$ cat src/rtl/slc_cfg_pkg.sv
// Package for the super-logic-cell configuration loader.
// Holds the loader state encoding, the frame layout (payload byte offsets),
// default header/timeout values and a payload checksum helper.
// Optional build macro used by the loader: SLC_CFG_READBACK_EN.
package slc_cfg_pkg;

  typedef enum logic [1:0] {
    IDLE = 2'd0,
    LOAD = 2'd1,
    CHK  = 2'd2
  } cfg_state_t;

  localparam int PAYLOAD_BYTES = 20;
  localparam int PAYLOAD_W     = PAYLOAD_BYTES * 8;

  // Byte offsets of each field inside the payload
  localparam int LUT_OFS  = 0;
  localparam int MODE_OFS = 16;
  localparam int QDI_OFS  = 17;
  localparam int BQZ_OFS  = 18;
  localparam int CQZ_OFS  = 19;

  localparam logic [7:0] DEFAULT_HDR     = 8'hA5;
  localparam int         DEFAULT_TIMEOUT = 16;

  // XOR of all payload bytes, i.e. the frame checksum byte
  function automatic logic [7:0] payload_xor(input logic [PAYLOAD_W-1:0] payload);
    logic [7:0] acc;
    acc = 8'h00;
    for (int i = 0; i < PAYLOAD_BYTES; i++) begin
      acc = acc ^ payload[i*8 +: 8];
    end
    return acc;
  endfunction

endpackage

$ cat src/rtl/slc_cfg_readback.sv
// Byte serializer of the active SLC configuration.
// On start it streams payload bytes P0..P19 followed by their XOR checksum
// (21 bytes) over a valid/ready handshake. Each byte is held until accepted.
// Ports:
//   clk, rst_n : clock, asynchronous active-low reset
//   start      : begin a readback (ignored while busy)
//   payload    : active configuration, byte b at payload[8b+7:8b]
//   rb_rdy     : downstream ready
//   rb_do      : output byte
//   rb_vld     : output byte valid
//   busy       : readback in progress
module slc_cfg_readback
  import slc_cfg_pkg::*;
(
  input  logic                 clk,
  input  logic                 rst_n,
  input  logic                 start,
  input  logic [PAYLOAD_W-1:0] payload,
  input  logic                 rb_rdy,
  output logic [7:0]           rb_do,
  output logic                 rb_vld,
  output logic                 busy
);

  localparam logic [4:0] LAST_IDX = 5'(PAYLOAD_BYTES);  // checksum position

  logic [4:0] rb_idx_reg;
  logic       rb_vld_reg;
  logic [7:0] rb_do_reg;

  // Index PAYLOAD_BYTES selects the checksum. The payload cannot change while
  // a readback runs because the loader refuses bytes, so it is read live.
  function automatic logic [7:0] byte_at(input logic [4:0] idx);
    if (idx < 5'(PAYLOAD_BYTES)) return payload[idx*8 +: 8];
    return payload_xor(payload);
  endfunction

  always_ff @(posedge clk or negedge rst_n) begin
    if (!rst_n) begin
      rb_idx_reg <= '0;
      rb_vld_reg <= 1'b0;
      rb_do_reg  <= '0;
    end else if (!rb_vld_reg) begin
      if (start) begin
        rb_idx_reg <= '0;
        rb_vld_reg <= 1'b1;
        rb_do_reg  <= byte_at(5'd0);
      end
    end else if (rb_rdy) begin
      if (rb_idx_reg == LAST_IDX) begin
        rb_vld_reg <= 1'b0;
      end else begin
        rb_idx_reg <= 5'(rb_idx_reg + 5'd1);
        rb_do_reg  <= byte_at(5'(rb_idx_reg + 5'd1));
      end
    end
  end

  assign rb_do  = rb_do_reg;
  assign rb_vld = rb_vld_reg;
  assign busy   = rb_vld_reg;

endmodule

$ cat src/rtl/slc_cfg_loader.sv
// Writer side of the super-logic-cell configuration interface.
// Accepts a byte frame {HDR_BYTE, P0..P19, XOR(P0..P19)} over valid/ready,
// fills a shadow copy, and on a matching checksum copies it to the active
// outputs in one edge. Bad checksum or an idle gap of TIMEOUT cycles inside
// a frame sets the sticky CFG_ERR; it clears when the next header is accepted.
// Optional macro SLC_CFG_READBACK_EN adds a readback port (RB_*) that streams
// the active configuration back out; CFG_RDY drops while it runs.
// Ports:
//   QCK, QRT_N      : clock, asynchronous active-low reset
//   CFG_DI/VLD/RDY  : config byte stream
//   LUT_CFG         : LUT tables, LC k at [16k+15:16k]
//   LC_MODE, LC_QDI_MUX, LC_BQZ_MUX, LC_CQZ_MUX : per-LC mode/mux bits
//   CFG_BUSY        : frame in progress
//   CFG_DONE        : one-cycle pulse after a good commit
//   CFG_ERR         : sticky error
//   RB_REQ/DO/VLD/RDY (SLC_CFG_READBACK_EN only) : readback stream
module slc_cfg_loader
  import slc_cfg_pkg::*;
#(
  parameter logic [7:0] HDR_BYTE = DEFAULT_HDR,
  parameter int         TIMEOUT  = DEFAULT_TIMEOUT   // legal 2..255
) (
  input  logic         QCK,
  input  logic         QRT_N,
  input  logic [7:0]   CFG_DI,
  input  logic         CFG_VLD,
  output logic         CFG_RDY,
  output logic [127:0] LUT_CFG,
  output logic [7:0]   LC_MODE,
  output logic [7:0]   LC_QDI_MUX,
  output logic [7:0]   LC_BQZ_MUX,
  output logic [7:0]   LC_CQZ_MUX,
`ifdef SLC_CFG_READBACK_EN
  input  logic         RB_REQ,
  output logic [7:0]   RB_DO,
  output logic         RB_VLD,
  input  logic         RB_RDY,
`endif
  output logic         CFG_BUSY,
  output logic         CFG_DONE,
  output logic         CFG_ERR
);

  localparam logic [4:0] LAST_IDX = 5'(PAYLOAD_BYTES - 1);
  localparam logic [7:0] TMO_LAST = 8'(TIMEOUT - 1);

  cfg_state_t           state_reg, state_next;
  logic [4:0]           idx_reg, idx_next;
  logic [7:0]           xor_reg, xor_next;
  logic [7:0]           idle_cnt_reg, idle_cnt_next;
  logic                 err_reg, err_next;
  logic                 done_reg, done_next;
  logic [PAYLOAD_W-1:0] shadow;
  logic [PAYLOAD_W-1:0] active_reg;
  logic                 cfg_rdy, xfer, shadow_we, commit;

  assign xfer = CFG_VLD && cfg_rdy;

  always_ff @(posedge QCK or negedge QRT_N) begin
    if (!QRT_N) begin
      state_reg    <= IDLE;
      idx_reg      <= '0;
      xor_reg      <= '0;
      idle_cnt_reg <= '0;
      err_reg      <= 1'b0;
      done_reg     <= 1'b0;
    end else begin
      state_reg    <= state_next;
      idx_reg      <= idx_next;
      xor_reg      <= xor_next;
      idle_cnt_reg <= idle_cnt_next;
      err_reg      <= err_next;
      done_reg     <= done_next;
    end
  end

  always_comb begin
    state_next    = state_reg;
    idx_next      = idx_reg;
    xor_next      = xor_reg;
    idle_cnt_next = idle_cnt_reg;
    err_next      = err_reg;
    done_next     = 1'b0;
    shadow_we     = 1'b0;
    commit        = 1'b0;
    case (state_reg)
      IDLE: begin
        // Non-header bytes are accepted and dropped here
        if (xfer && CFG_DI == HDR_BYTE) begin
          state_next    = LOAD;
          idx_next      = '0;
          xor_next      = '0;
          idle_cnt_next = '0;
          err_next      = 1'b0;
        end
      end
      LOAD, CHK: begin
        if (xfer) begin
          idle_cnt_next = '0;
          if (state_reg == LOAD) begin
            shadow_we = 1'b1;
            xor_next  = xor_reg ^ CFG_DI;
            if (idx_reg == LAST_IDX) state_next = CHK;
            else                     idx_next   = 5'(idx_reg + 5'd1);
          end else begin
            state_next = IDLE;
            if (CFG_DI == xor_reg) begin
              commit    = 1'b1;
              done_next = 1'b1;
            end else begin
              err_next = 1'b1;
            end
          end
        end else if (idle_cnt_reg == TMO_LAST) begin
          // This idle cycle is the TIMEOUT-th in a row: abandon the frame
          state_next    = IDLE;
          err_next      = 1'b1;
          idle_cnt_next = '0;
        end else begin
          idle_cnt_next = 8'(idle_cnt_reg + 8'd1);
        end
      end
      default: state_next = IDLE;
    endcase
  end

  // Shadow storage, one byte register per payload position
  genvar gi;
  generate
    for (gi = 0; gi < PAYLOAD_BYTES; gi++) begin : g_shadow
      logic [7:0] byte_reg;
      always_ff @(posedge QCK or negedge QRT_N) begin
        if (!QRT_N)                                  byte_reg <= '0;
        else if (shadow_we && idx_reg == 5'(gi))     byte_reg <= CFG_DI;
      end
      assign shadow[gi*8 +: 8] = byte_reg;
    end
  endgenerate

  // Whole-word copy keeps the active configuration atomic
  always_ff @(posedge QCK or negedge QRT_N) begin
    if (!QRT_N)      active_reg <= '0;
    else if (commit) active_reg <= shadow;
  end

`ifdef SLC_CFG_READBACK_EN
  logic rb_busy, rb_start;
  // Holding CFG_RDY low in the request cycle stops a header sneaking in
  // on the same edge the readback starts.
  assign rb_start = RB_REQ && !rb_busy && state_reg == IDLE;
  assign cfg_rdy  = !(rb_busy || rb_start);

  slc_cfg_readback u_readback (
    .clk     (QCK),
    .rst_n   (QRT_N),
    .start   (rb_start),
    .payload (active_reg),
    .rb_rdy  (RB_RDY),
    .rb_do   (RB_DO),
    .rb_vld  (RB_VLD),
    .busy    (rb_busy)
  );
`else
  assign cfg_rdy = 1'b1;
`endif

  assign CFG_RDY    = cfg_rdy;
  assign LUT_CFG    = active_reg[LUT_OFS*8 +: 128];
  assign LC_MODE    = active_reg[MODE_OFS*8 +: 8];
  assign LC_QDI_MUX = active_reg[QDI_OFS*8 +: 8];
  assign LC_BQZ_MUX = active_reg[BQZ_OFS*8 +: 8];
  assign LC_CQZ_MUX = active_reg[CQZ_OFS*8 +: 8];
  assign CFG_BUSY   = state_reg != IDLE;
  assign CFG_DONE   = done_reg;
  assign CFG_ERR    = err_reg;

endmodule

$ cat config.mk
export PLATFORM = sky130hd
export DESIGN_NAME = slc_cfg_loader
export DESIGN_NICKNAME = d
export VERILOG_FILES = /design/src/rtl/slc_cfg_pkg.sv /design/src/rtl/slc_cfg_readback.sv /design/src/rtl/slc_cfg_loader.sv
export SDC_FILE = /design/constraint.sdc
export NUM_CORES = 1
export LEC_CHECK = 0
export BUFFER_PORTS_ARGS = -buffer_cell sky130_fd_sc_hd__buf_2
export CORE_MARGIN = 1
export CORE_UTILIZATION = 40
export CTS_CLUSTER_SIZE = 40
export DETAILED_ROUTE_END_ITERATION = 10
export MAX_ROUTING_LAYER = met4
export RECOVER_POWER = 25
export SYNTH_ARGS = -nofsm -noshare
export SYNTH_HDL_FRONTEND = slang
export SYNTH_SLANG_ARGS = --single-unit
$ cat constraint.sdc
create_clock -name QCK -period 3.13 [get_ports QCK]
set_input_delay 0.4695 -clock QCK [delete_from_list [all_inputs] [get_ports QCK]]
set_output_delay 0.4695 -clock QCK [all_outputs]
set_load 0.02 [all_outputs]
# After elaboration in Yosys (flattened, before gate mapping)
# Index checks and enable logic that the tools add are counted.
# W data, S select, Z words.
[op_classes]
reduce_logical = 31
n_mux = 31
n_eq_ne = 32
bitwise = 1
n_addsub = 2
[op_table]
columns = ["operator", "n"]
rows = [
  ["$eq A5 B4 Y1 const B", 8],
  ["$mux W8", 5],
  ["$pmux W8 S2", 2],
  ["$logic_and A1 B1 Y1", 21],
  ["$eq A5 B3 Y1 const B", 4],
  ["$eq A5 B5 Y1 const B", 4],
  ["$mux W5", 4],
  ["$mux W1", 12],
  ["$eq A5 B2 Y1 const B", 2],
  ["$mux W2", 5],
  ["$pmux W5 S2", 1],
  ["$reduce_and A5 Y1", 2],
  ["$ne A3 B3 Y1 const B", 3],
  ["$add A8 B1 Y8 const B", 1],
  ["$eq A8 B4 Y1 const B", 1],
  ["$eq A8 B8 Y1", 1],
  ["$eq A8 B8 Y1 const B", 1],
  ["$ne A2 B2 Y1 const B", 4],
  ["$xor A8 B8 Y8", 1],
  ["$add A5 B1 Y5 const B", 1],
  ["$eq A5 B1 Y1 const B", 1],
  ["$logic_not A5 Y1", 1],
  ["$ne A4 B4 Y1 const B", 1],
  ["$pmux W2 S2", 1],
  ["other kinds (9)", 10],
]
[totals]
inputBits = 11
wordCells = 124
ff_bits = 345

# Depth between registers and ports, before layout
# Gate-level depths: netlist (run 1).
[depth]
depth_word = 5
mapped_depth = 9
ltp_nobuf = 7

# Worst setup path after synthesis (run 1)
# No wires, ideal clock.
[synth_timing]
kind = "in2reg"
startpoint = "input CFG_DI[6]"
endpoint = "register active_reg[100]"
arrival_time_ps = 2013
cell_stages = 7
slack_ps = 989
cell_sequence = "xor2_1 -> nor4_1 -> nand3_1 -> nor4_2 -> buf_4 -> buf_6 -> mux2_1"
[synth_between]
elab_chain_len = 5
[synth_lines]
columns = ["element", "line", "source"]
rows = [
  ["from (decl)", "slc_cfg_loader.sv:25", "input logic [7:0] CFG_DI,"],
  ["$eq A8 B8 Y1", "slc_cfg_loader.sv:107", "if (CFG_DI == xor_reg) begin"],
  ["$mux W1", "slc_cfg_loader.sv:107", ""],
  ["$mux W1", "slc_cfg_loader.sv:100", "if (state_reg == LOAD) begin"],
  ["$mux W1", "slc_cfg_loader.sv:98", "if (xfer) begin"],
  ["$mux W1", "slc_cfg_loader.sv:86", "case (state_reg)"],
  ["to (signal assigned)", "slc_cfg_loader.sv:143", "else if (commit) active_reg <= shadow;"],
  ["to (decl)", "slc_cfg_loader.sv:54", "logic [PAYLOAD_W-1:0] active_reg;"],
]
# No other way between the ends.
# A chain may end at the register's enable or synchronous reset.

# Final worst setup path (run 1)
[layout_timing]
startpoint = "register state_reg[1]"
endpoint = "register active_reg[29]"
[layout_between]
elab_chain_len = 4
elab_cells_between_ends = 6
cone_classes = "eq/ne (2); mux (3); reduce/logical (1)"
[layout_lines]
columns = ["element", "line", "source"]
rows = [
  ["from (decl)", "slc_cfg_loader.sv:47", "cfg_state_t state_reg, state_next;"],
  ["from (signal assigned)", "slc_cfg_loader.sv:68", "state_reg <= state_next;"],
  ["$eq A2 B1 Y1", "slc_cfg_loader.sv:86, slc_cfg_loader.sv:100", ""],
  ["$mux W1", "slc_cfg_loader.sv:100", ""],
  ["$mux W1", "slc_cfg_loader.sv:98", ""],
  ["$mux W1 *", "slc_cfg_loader.sv:86", ""],
]
# Mark *: on every way between the ends. The rest lies on a longest branch, timed or not.

==> report_table.html, run 1 <==
<table>
<tr><th>Metric</th><th>Value</th></tr>
<tr><th colspan="2">Timing</th></tr>
<tr><td>Slew of the pin with the lowest slew margin</td><td>2.01 ns</td></tr>
<tr><td>Fraction of the cycle the final worst path needs</td><td>86.8%</td></tr>
<tr><td>Final-report hold violation count</td><td>0</td></tr>
<tr><td>Final critical-path setup slack</td><td>0.412 ns</td></tr>
<tr><td>Finish-stage setup viols</td><td>0</td></tr>
<tr><td>Final min period</td><td>2.72 ns</td></tr>
<tr><td>RSZ-0062 raised after global routing</td><td>false</td></tr>
<tr><td>Total Negative Setup Slacks</td><td>0 ns</td></tr>
<tr><td>Fmax achieved</td><td>368 MHz</td></tr>
<tr><td>Count of final max-slew check failures</td><td>41</td></tr>
<tr><td>Post-route clock skew</td><td>0.0188 ns</td></tr>
<tr><td>Worst-case headroom to the max-slew limit</td><td>-33.9%</td></tr>
<tr><th colspan="2">Pwr</th></tr>
<tr><td>Post-layout power</td><td>12.3 mW</td></tr>
<tr><td>Clk pwr share</td><td>36.8%</td></tr>
<tr><td>Switching power</td><td>3.34 mW</td></tr>
<tr><td>Relative contribution of sequential cells to total power</td><td>47.0%</td></tr>
<tr><td>Lkg Pwr</td><td>8.58 nW</td></tr>
<tr><td>Switching share of total power</td><td>27.2%</td></tr>
<tr><td>Worst-case vdd ir drop</td><td>0.000425 V</td></tr>
<tr><td>Power density over cell area</td><td>755 nW/um^2</td></tr>
<tr><td>Relative contribution of combinational cells to total power</td><td>16.2%</td></tr>
<tr><td>Cell-internal power</td><td>8.94 mW</td></tr>
<tr><th colspan="2">Placed design</th></tr>
<tr><td>Pre-CTS setup slack</td><td>0.437 ns</td></tr>
<tr><td>Port bufs</td><td>173</td></tr>
<tr><td>Cell count after placement</td><td>1546</td></tr>
<tr><td>Placed wire-length estimate after detailed placement</td><td>19.4 mm</td></tr>
<tr><td>Routability Congestion</td><td>0.799</td></tr>
<tr><th colspan="2">Layout</th></tr>
<tr><td>Final net count</td><td>1167</td></tr>
<tr><td>Proportion of layout cells with a drive suffix above 1</td><td>36.7%</td></tr>
<tr><td>Seq. cell area</td><td>8630 sq um</td></tr>
<tr><td>Non-filler cells in the finished layout</td><td>1618</td></tr>
<tr><td>Final standard cell utilization of the core</td><td>49.4%</td></tr>
<tr><td>Fill cells</td><td>3041</td></tr>
<tr><td>Synth-to-layout area growth</td><td>20.4%</td></tr>
<tr><td>Area used by multi-input combinational logic</td><td>4570 sq um</td></tr>
<tr><td>Number of antenna diodes</td><td>0</td></tr>
<tr><th colspan="2">Min path</th></tr>
<tr><td>Hold Path End</td><td>g_shadow[7].byte_reg[4]</td></tr>
<tr><td>Hold-critical path depth</td><td>2</td></tr>
<tr><td>Class of the worst hold path</td><td>primary input to flop</td></tr>
<tr><td>Hold_sp</td><td>CFG_DI[4]</td></tr>
<tr><th colspan="2">Die</th></tr>
<tr><td># IOs</td><td>175</td></tr>
<tr><td>Die Outline Area</td><td>34500 sq um</td></tr>
<tr><td>Die X</td><td>186 um</td></tr>
<tr><td>Number of cell rows</td><td>66</td></tr>
<tr><td>Starting density of the core</td><td>41.1%</td></tr>
<tr><td>Die Y-Extent</td><td>186 um</td></tr>
<tr><td>Std-Cell Core Area</td><td>32900 sq um</td></tr>
<tr><th colspan="2">Clock tree</th></tr>
<tr><td>CTS Sinks</td><td>345</td></tr>
<tr><td>CTS tree</td><td>yes</td></tr>
<tr><td>Number of setup buffers added after CTS</td><td>0</td></tr>
<tr><td>Clock-pin slew on the worst setup and hold paths</td><td>0.06 ns</td></tr>
<tr><td>Number of H-tree levels</td><td>2</td></tr>
<tr><td>Total CTS buffers</td><td>39</td></tr>
<tr><td>Post-CTS Hold Buffers</td><td>1</td></tr>
<tr><td>Clk Latency, worst-skew pair</td><td>0.52 ns</td></tr>
<tr><td>Cts repair resizes</td><td>0</td></tr>
<tr><td>CTS root buf</td><td>clkbuf_16</td></tr>
<tr><td>Clk buf depth</td><td>3</td></tr>
<tr><th colspan="2">Yosys</th></tr>
<tr><td>Cell with the most instances after synthesis</td><td>dfrtp_1</td></tr>
<tr><td>Top cells by area, synth</td><td>dfrtp_1 (64%), mux2_2 (14%), mux2_1 (8.3%)</td></tr>
<tr><td>Share of Yosys cell area claimed by the top area cell type</td><td>63.9%</td></tr>
<tr><td>Top FF cell, synth</td><td>dfrtp_1</td></tr>
<tr><td>Post-synthesis register bit count</td><td>345</td></tr>
<tr><td>Post-synth EDFFs</td><td>0</td></tr>
<tr><td>Count of distinct cell types in the synthesized netlist</td><td>43</td></tr>
<tr><td>Post-Synthesis Mean Instance Area</td><td>14.3 sq um</td></tr>
<tr><td>Yosys warnings</td><td>0</td></tr>
<tr><td>Sequential cell area fraction in the yosys report</td><td>63.9%</td></tr>
<tr><td>Synth Instances</td><td>947</td></tr>
<tr><td>Commonest cells in the netlist</td><td>dfrtp_1 (345), mux2_2 (165), mux2_1 (100)</td></tr>
<tr><td>Area of the mapped netlist</td><td>13500 sq um</td></tr>
<tr><td>Biggest area consumer among synthesized cells</td><td>dfrtp_1</td></tr>
<tr><td>Net count after synthesis</td><td>968</td></tr>
<tr><td>Fraction of registers with async set or reset after synthesis</td><td>100%</td></tr>
<tr><th colspan="2">Drt</th></tr>
<tr><td>Average via count per standard cell</td><td>5.02</td></tr>
<tr><td>Detailed router's first-iteration violation count</td><td>530</td></tr>
<tr><td>Final ANT Viol Nets</td><td>0</td></tr>
<tr><td>Routed wire length per instance</td><td>18.8 um</td></tr>
<tr><td>Router iterations before antenna repair</td><td>4</td></tr>
<tr><td>Number of remaining DRC errors</td><td>0</td></tr>
<tr><td>Number of vias after detailed routing</td><td>8129</td></tr>
<tr><td>Drt total wl</td><td>30.4 mm</td></tr>
<tr><th colspan="2">Status</th></tr>
<tr><td>Outcome</td><td>finished with violations</td></tr>
<tr><td>Violated checks</td><td>max-capacitance violations, max-slew violations</td></tr>
<tr><th colspan="2">GRT</th></tr>
<tr><td>Vias in the first global route</td><td>8209</td></tr>
<tr><td>Sum of overflow across all layers after global routing</td><td>0</td></tr>
<tr><td>Global routing usage summed across all routing layers</td><td>18.9%</td></tr>
<tr><td>Maximum number of pins on one net before global-route repair</td><td>95</td></tr>
<tr><td>Initial antenna violation count</td><td>0</td></tr>
<tr><td>First-pass GRT wire length</td><td>48.4 mm</td></tr>
<tr><th colspan="2">Setup path</th></tr>
<tr><td>Slowest cell on the critical path</td><td>ha_1</td></tr>
<tr><td>Critical register-to-register path endpoint</td><td>active_reg[29]</td></tr>
<tr><td>CP Class</td><td>flop to flop</td></tr>
<tr><td>Worst reg2reg path depth</td><td>6</td></tr>
<tr><td>First element of the critical path</td><td>state_reg[1]</td></tr>
<tr><td>Cell Chain, Critical Path</td><td>inv_1, ha_1, nand2_1, nor4_4, buf_12, mux2_2</td></tr>
<tr><td>Worst path top cell family by delay</td><td>simple AND/OR/NAND/NOR gates</td></tr>
<tr><td>Worst R2R Setup Slack</td><td>0.41 ns</td></tr>
<tr><td>Required time of the critical path</td><td>3.52 ns</td></tr>
<tr><td>Arrival time of the worst setup path</td><td>3.11 ns</td></tr>
<tr><td>Number of buffers and inverters on the critical path</td><td>2</td></tr>
<tr><td>Reg2Reg Launch Point</td><td>state_reg[1]</td></tr>
<tr><td>Category of the worst setup path launch point</td><td>flop</td></tr>
<tr><td>Max Fanout on Critical Path</td><td>85</td></tr>
<tr><td>Kind of end point of the critical path</td><td>flop</td></tr>
<tr><td>CP peak stage delay</td><td>0.57 ns</td></tr>
<tr><th colspan="2">Flow run</th></tr>
<tr><td>Max-cap violations</td><td>1</td></tr>
</table>
-- per-stage QoR --
stage / hold slack (ns) / cell area, sq um
5_1_grt: 0.321 / 16300
2_1_floorplan: 0.174 / 13500
3_5_place_dp: 0.392 / 15000
4_1_cts: 0.309 / 16300
6_report: 0.325 / 16300
3_3_place_gp: 0.395 / 15000
-- worst max path at each step --
stage	to	slack [ns]	depth (start not counted)
2_1_floorplan	active_reg[100]	0.99	7
3_3_place_gp	idle_cnt_reg[5]	0.48	7
3_5_place_dp	active_reg[19]	0.44	6
4_1_cts	active_reg[29]	0.41	6
5_1_grt	g_shadow[11].byte_reg[5]	0.1	3
6_report	active_reg[29]	0.41	6
-- final cells by class --
cell class / instances / area share (%)
Timing Repair Buffer: 204 / 7.16
Inverter: 13 / 0.300
Clock inverter: 10 / 0.724
Clock buffer: 61 / 7.19
Sequential cell: 345 / 53.1
Tap cell: 442 / 3.40
Multi-Input combinational cell: 543 / 28.1
-- power by group through the flow --
stage               Clock (mW)  Combinational, mW  Sequential [mW]
floorplan                    0               1.45             5.72
global placement             0               1.95             5.82
detailed placement           0               2.01             5.85
CTS                       4.64               2.02             5.78
global route              4.82               2.23             5.90
finish                    4.51               1.99             5.77
-- logic make-up (layout without fill, tap and decap cells) --
family | count (synthesis) | after routing | share of synthesized area (%)
flops | 345 | 345 | 63.9
mux | 268 | 268 | 22.3
simple gates | 152 | 152 | 5.49
compound gates | 101 | 101 | 4.27
buf+inv | 59 | 288 | 2.31
xor+xnor | 11 | 11 | 0.714
fa+ha+maj | 10 | 10 | 0.927
other cells | 1 | 1 | 0.0278
-- layer usage --
layer / track usage, % / vias up / wire length (um)
met5: - / - / 0
li1: - / 3731 / -
met2: 28.6 / 190 / 13800
met3: 3.23 / 47 / 1490
met1: 26.3 / 4161 / 14500
met4: 4.72 / 0 / 527
-- cell usage in the layout (no fill, tap or decap), drive strengths merged, types with 3 or more instances in the layout --
master	synthesis	routed
mux2i	3	3
xnor2	4	4
nand3	11	11
o21ai	71	71
clkbuf	28	62
dfrtp	345	345
nor2b	5	5
nand4	8	8
a21oi	6	6
a21boi	8	8
nor4b	3	3
xor2	7	7
nor2	21	21
nor3	4	4
nand2b	10	10
mux2	265	265
ha	10	10
o31ai	8	8
buf	18	201
inv	13	17
and2	5	5
nand2	72	72
clkinv	0	3
and3	3	3
No activity file was read; power rests on OpenSTA's default activity.
==> run 2, diff against run 1 <==
BUFFER_PORTS_ARGS = -buffer_cell sky130_fd_sc_hd__clkbuf_2   (was -buffer_cell sky130_fd_sc_hd__buf_2)
CORE_UTILIZATION = 44   (was 40)
==> run 2 against run 1 <==
Net effect: the run now ends clean; combinational power about the same; register-to-register slack better by 0.04 ns; final area down 0.78%; setup slack better by 0.044 ns; via count shrank 0.89%.
==> report_table.html, run 2 (synthesized netlist as in run 1, its figures left out) <==
<table>
<tr><th>Metric</th><th>Value</th></tr>
<tr><th colspan="2">Placed design</th></tr>
<tr><td>Port bufs</td><td>173 (unchanged)</td></tr>
<tr><td>Placed standard-cell area</td><td>15000 sq um (about the same)</td></tr>
<tr><td>Placed wire-length estimate after detailed placement</td><td>20.0 mm (was 19.4 mm)</td></tr>
<tr><td>Cell count after placement</td><td>1502 (was 1546)</td></tr>
<tr><td>Routability Congestion</td><td>0.819 (was 0.799)</td></tr>
<tr><th colspan="2">Timing</th></tr>
<tr><td>Fmax achieved</td><td>374 MHz (was 368 MHz)</td></tr>
<tr><td>Post-route clock skew</td><td>0.0211 ns (was 0.0188 ns)</td></tr>
<tr><td>Final-report hold violation count</td><td>0 (unchanged)</td></tr>
<tr><td>Final min period</td><td>2.67 ns (was 2.72 ns)</td></tr>
<tr><td>Total Negative Setup Slacks</td><td>0 ns (unchanged)</td></tr>
<tr><td>Count of final max-slew check failures</td><td>0 (was 41)</td></tr>
<tr><td>Finish-stage setup viols</td><td>0 (unchanged)</td></tr>
<tr><td>Fraction of the cycle the final worst path needs</td><td>85.4% (was 86.8%)</td></tr>
<tr><td>Worst-case headroom to the max-slew limit</td><td>18.6% (was -33.9%)</td></tr>
<tr><td>RSZ-0062 raised after global routing</td><td>false (unchanged)</td></tr>
<tr><td>Slew of the pin with the lowest slew margin</td><td>1.22 ns (was 2.01 ns)</td></tr>
<tr><th colspan="2">Setup path</th></tr>
<tr><td>Category of the worst setup path launch point</td><td>flop (unchanged)</td></tr>
<tr><td>Arrival time of the worst setup path</td><td>3.07 ns (was 3.11 ns)</td></tr>
<tr><td>CP peak stage delay</td><td>0.58 ns (was 0.57 ns)</td></tr>
<tr><td>Required time of the critical path</td><td>3.52 ns (about the same)</td></tr>
<tr><td>Cell Chain, Critical Path</td><td>inv_1, ha_1, nand2_1, nor4_4, buf_12, mux2_2 (unchanged)</td></tr>
<tr><td>Kind of end point of the critical path</td><td>flop (unchanged)</td></tr>
<tr><td>CP Class</td><td>flop to flop (unchanged)</td></tr>
<tr><td>Slowest cell on the critical path</td><td>ha_1 (unchanged)</td></tr>
<tr><td>Max Fanout on Critical Path</td><td>69 (was 85)</td></tr>
<tr><th colspan="2">Status</th></tr>
<tr><td>Outcome</td><td>complete, no violations (was finished with violations)</td></tr>
<tr><th colspan="2">Drt</th></tr>
<tr><td>Drt total wl</td><td>29.8 mm (was 30.4 mm)</td></tr>
<tr><td>Routed wire length per instance</td><td>19.0 um (was 18.8 um)</td></tr>
<tr><td>Router iterations before antenna repair</td><td>4 (unchanged)</td></tr>
<tr><td>Detailed router's first-iteration violation count</td><td>413 (was 530)</td></tr>
<tr><td>Number of vias after detailed routing</td><td>8057 (was 8129)</td></tr>
<tr><td>Final ANT Viol Nets</td><td>0 (unchanged)</td></tr>
<tr><td>Number of remaining DRC errors</td><td>0 (unchanged)</td></tr>
<tr><td>Average via count per standard cell</td><td>5.14 (was 5.02)</td></tr>
<tr><th colspan="2">GRT</th></tr>
<tr><td>Initial antenna violation count</td><td>0 (unchanged)</td></tr>
<tr><td>Vias in the first global route</td><td>8383 (was 8209)</td></tr>
<tr><td>Global routing usage summed across all routing layers</td><td>20.4% (was 18.9%)</td></tr>
<tr><td>Sum of overflow across all layers after global routing</td><td>0 (unchanged)</td></tr>
<tr><td>Maximum number of pins on one net before global-route repair</td><td>84 (was 95)</td></tr>
<tr><td>First-pass GRT wire length</td><td>48.2 mm (was 48.4 mm)</td></tr>
<tr><th colspan="2">Pwr</th></tr>
<tr><td>Lkg Pwr</td><td>8.41 nW (was 8.58 nW)</td></tr>
<tr><td>Power density over cell area</td><td>743 nW/um^2 (was 755 nW/um^2)</td></tr>
<tr><td>Worst-case vdd ir drop</td><td>0.000407 V (was 0.000425 V)</td></tr>
<tr><td>Post-layout power</td><td>12.0 mW (was 12.3 mW)</td></tr>
<tr><th colspan="2">Layout</th></tr>
<tr><td>Synth-to-layout area growth</td><td>19.4% (was 20.4%)</td></tr>
<tr><td>Non-filler cells in the finished layout</td><td>1568 (was 1618)</td></tr>
<tr><td>Proportion of layout cells with a drive suffix above 1</td><td>37.2% (was 36.7%)</td></tr>
<tr><td>Commonest cells after routing, fill and taps aside</td><td>dfrtp_1 (345), clkbuf_2 (175), mux2_2 (165) (was dfrtp_1 (345), buf_2 (172), mux2_2 (165))</td></tr>
<tr><td>Most frequent standard cell in the layout excluding fill and tap cells</td><td>dfrtp_1 (unchanged)</td></tr>
<tr><td>Number of antenna diodes</td><td>0 (unchanged)</td></tr>
<tr><td>Final net count</td><td>1174 (was 1167)</td></tr>
<tr><td>Final Cell Area</td><td>16100 sq um (was 16300 sq um)</td></tr>
<tr><td>Fill cells</td><td>2570 (was 3041)</td></tr>
<tr><th colspan="2">Die</th></tr>
<tr><td>Std-Cell Core Area</td><td>29900 sq um (was 32900 sq um)</td></tr>
<tr><td>Starting density of the core</td><td>45.2% (was 41.1%)</td></tr>
<tr><td>Die Outline Area</td><td>31400 sq um (was 34500 sq um)</td></tr>
<tr><td>Die X</td><td>177 um (was 186 um)</td></tr>
<tr><td>Die Y-Extent</td><td>177 um (was 186 um)</td></tr>
<tr><td># IOs</td><td>175 (unchanged)</td></tr>
<tr><td>Number of cell rows</td><td>63 (was 66)</td></tr>
<tr><th colspan="2">Clock tree</th></tr>
<tr><td>Total CTS buffers</td><td>38 (was 39)</td></tr>
<tr><td>CTS Sinks</td><td>345 (unchanged)</td></tr>
<tr><td>CTS tree</td><td>yes (unchanged)</td></tr>
<tr><td>Clk Latency, worst-skew pair</td><td>0.51 ns (was 0.52 ns)</td></tr>
<tr><td>Clk buf depth</td><td>3 (unchanged)</td></tr>
<tr><td>Number of H-tree levels</td><td>2 (unchanged)</td></tr>
<tr><td>Clock-pin slew on the worst setup and hold paths</td><td>0.06 ns (about the same)</td></tr>
<tr><td>CTS root buf</td><td>clkbuf_16 (unchanged)</td></tr>
<tr><th colspan="2">Flow run</th></tr>
<tr><td>Max-cap violations</td><td>0 (was 1)</td></tr>
<tr><th colspan="2">Min path</th></tr>
<tr><td>Class of the worst hold path</td><td>primary input to flop (unchanged)</td></tr>
</table>
-- run 2: repair_timing --
item | 4_1_cts | 5_1_grt
gates resized for setup | 0 | 0
setup endpoints to repair | 0 | 0
endpoints found under the hold margin | 1 | 0
hold buffers | 1 | 0
buffers inserted | 0 | 0
-- run 2: layer usage --
| layer | routed length [um] | global-route usage [%] | vias to the layer above | share of wire [%] |
|---|---|---|---|---|
| met2 | 13900 | 31.6 | 171 | 47 |
| met5 | 0 | - | - | 0 |
| li1 | - | - | 3734 | - |
| met1 | 14200 | 28.1 | 4103 | 48 |
| met3 | 1150 | 2.96 | 49 | 3.9 |
| met4 | 573 | 5.24 | 0 | 1.9 |
-- run 2: final cells by class --
cell class	instances	area, sq um	share of cell area, %
inverter	13	48.8	0.303
multi-input combinational	543	4570	28.3
sequential	345	8630	53.5
clock inverter	11	71.3	0.442
tap	390	488	3.03
clock buffer	54	1110	6.89
timing repair buffer	212	1210	7.48
-- run 2: final timing paths --
check                                         startpoint                        to  slack [ns]  cells after the start
min in group asynchronous                          QRT_N           active_reg[131]        0.56                      2
max in group asynchronous                          QRT_N   g_shadow[0].byte_reg[5]        0.95                      3
worst max register to register              state_reg[0]            active_reg[42]        0.46                      6
worst min register to register  g_shadow[16].byte_reg[1]  g_shadow[16].byte_reg[1]        0.47                      2
worst max-delay path                        state_reg[0]            active_reg[42]        0.46                      6
worst min-delay path                             CFG_VLD              state_reg[1]        0.38                      3
-- run 2: stage by stage --
| stage | setup WS (ns) | utilization [%] | hold slack [ns] |
|---|---|---|---|
| 2_1_floorplan | 0.989 | - | 0.174 |
| 3_3_place_gp | 0.544 | 50.2 | 0.460 |
| 3_5_place_dp | 0.456 | 50.2 | 0.466 |
| 4_1_cts | 0.443 | 54.1 | 0.364 |
| 5_1_grt | 0.284 | 54.0 | 0.435 |
| 6_report | 0.456 | 54.0 | 0.379 |
-- run 2: where the power goes --
part | switching, mW | internal, mW | total (mW)
logic | 1.05 | 0.920 | 1.97
registers | 0.536 | 5.29 | 5.82
clock network | 1.72 | 2.47 | 4.19
-- run 2: critical path, delay by kind of cell (launching register included) --
kind | cells | cell delay, ns
flops | 1 | 0.37
buf+inv | 2 | 0.47
simple gates | 2 | 0.65
mux | 1 | 0.39
fa+ha+maj | 1 | 0.58
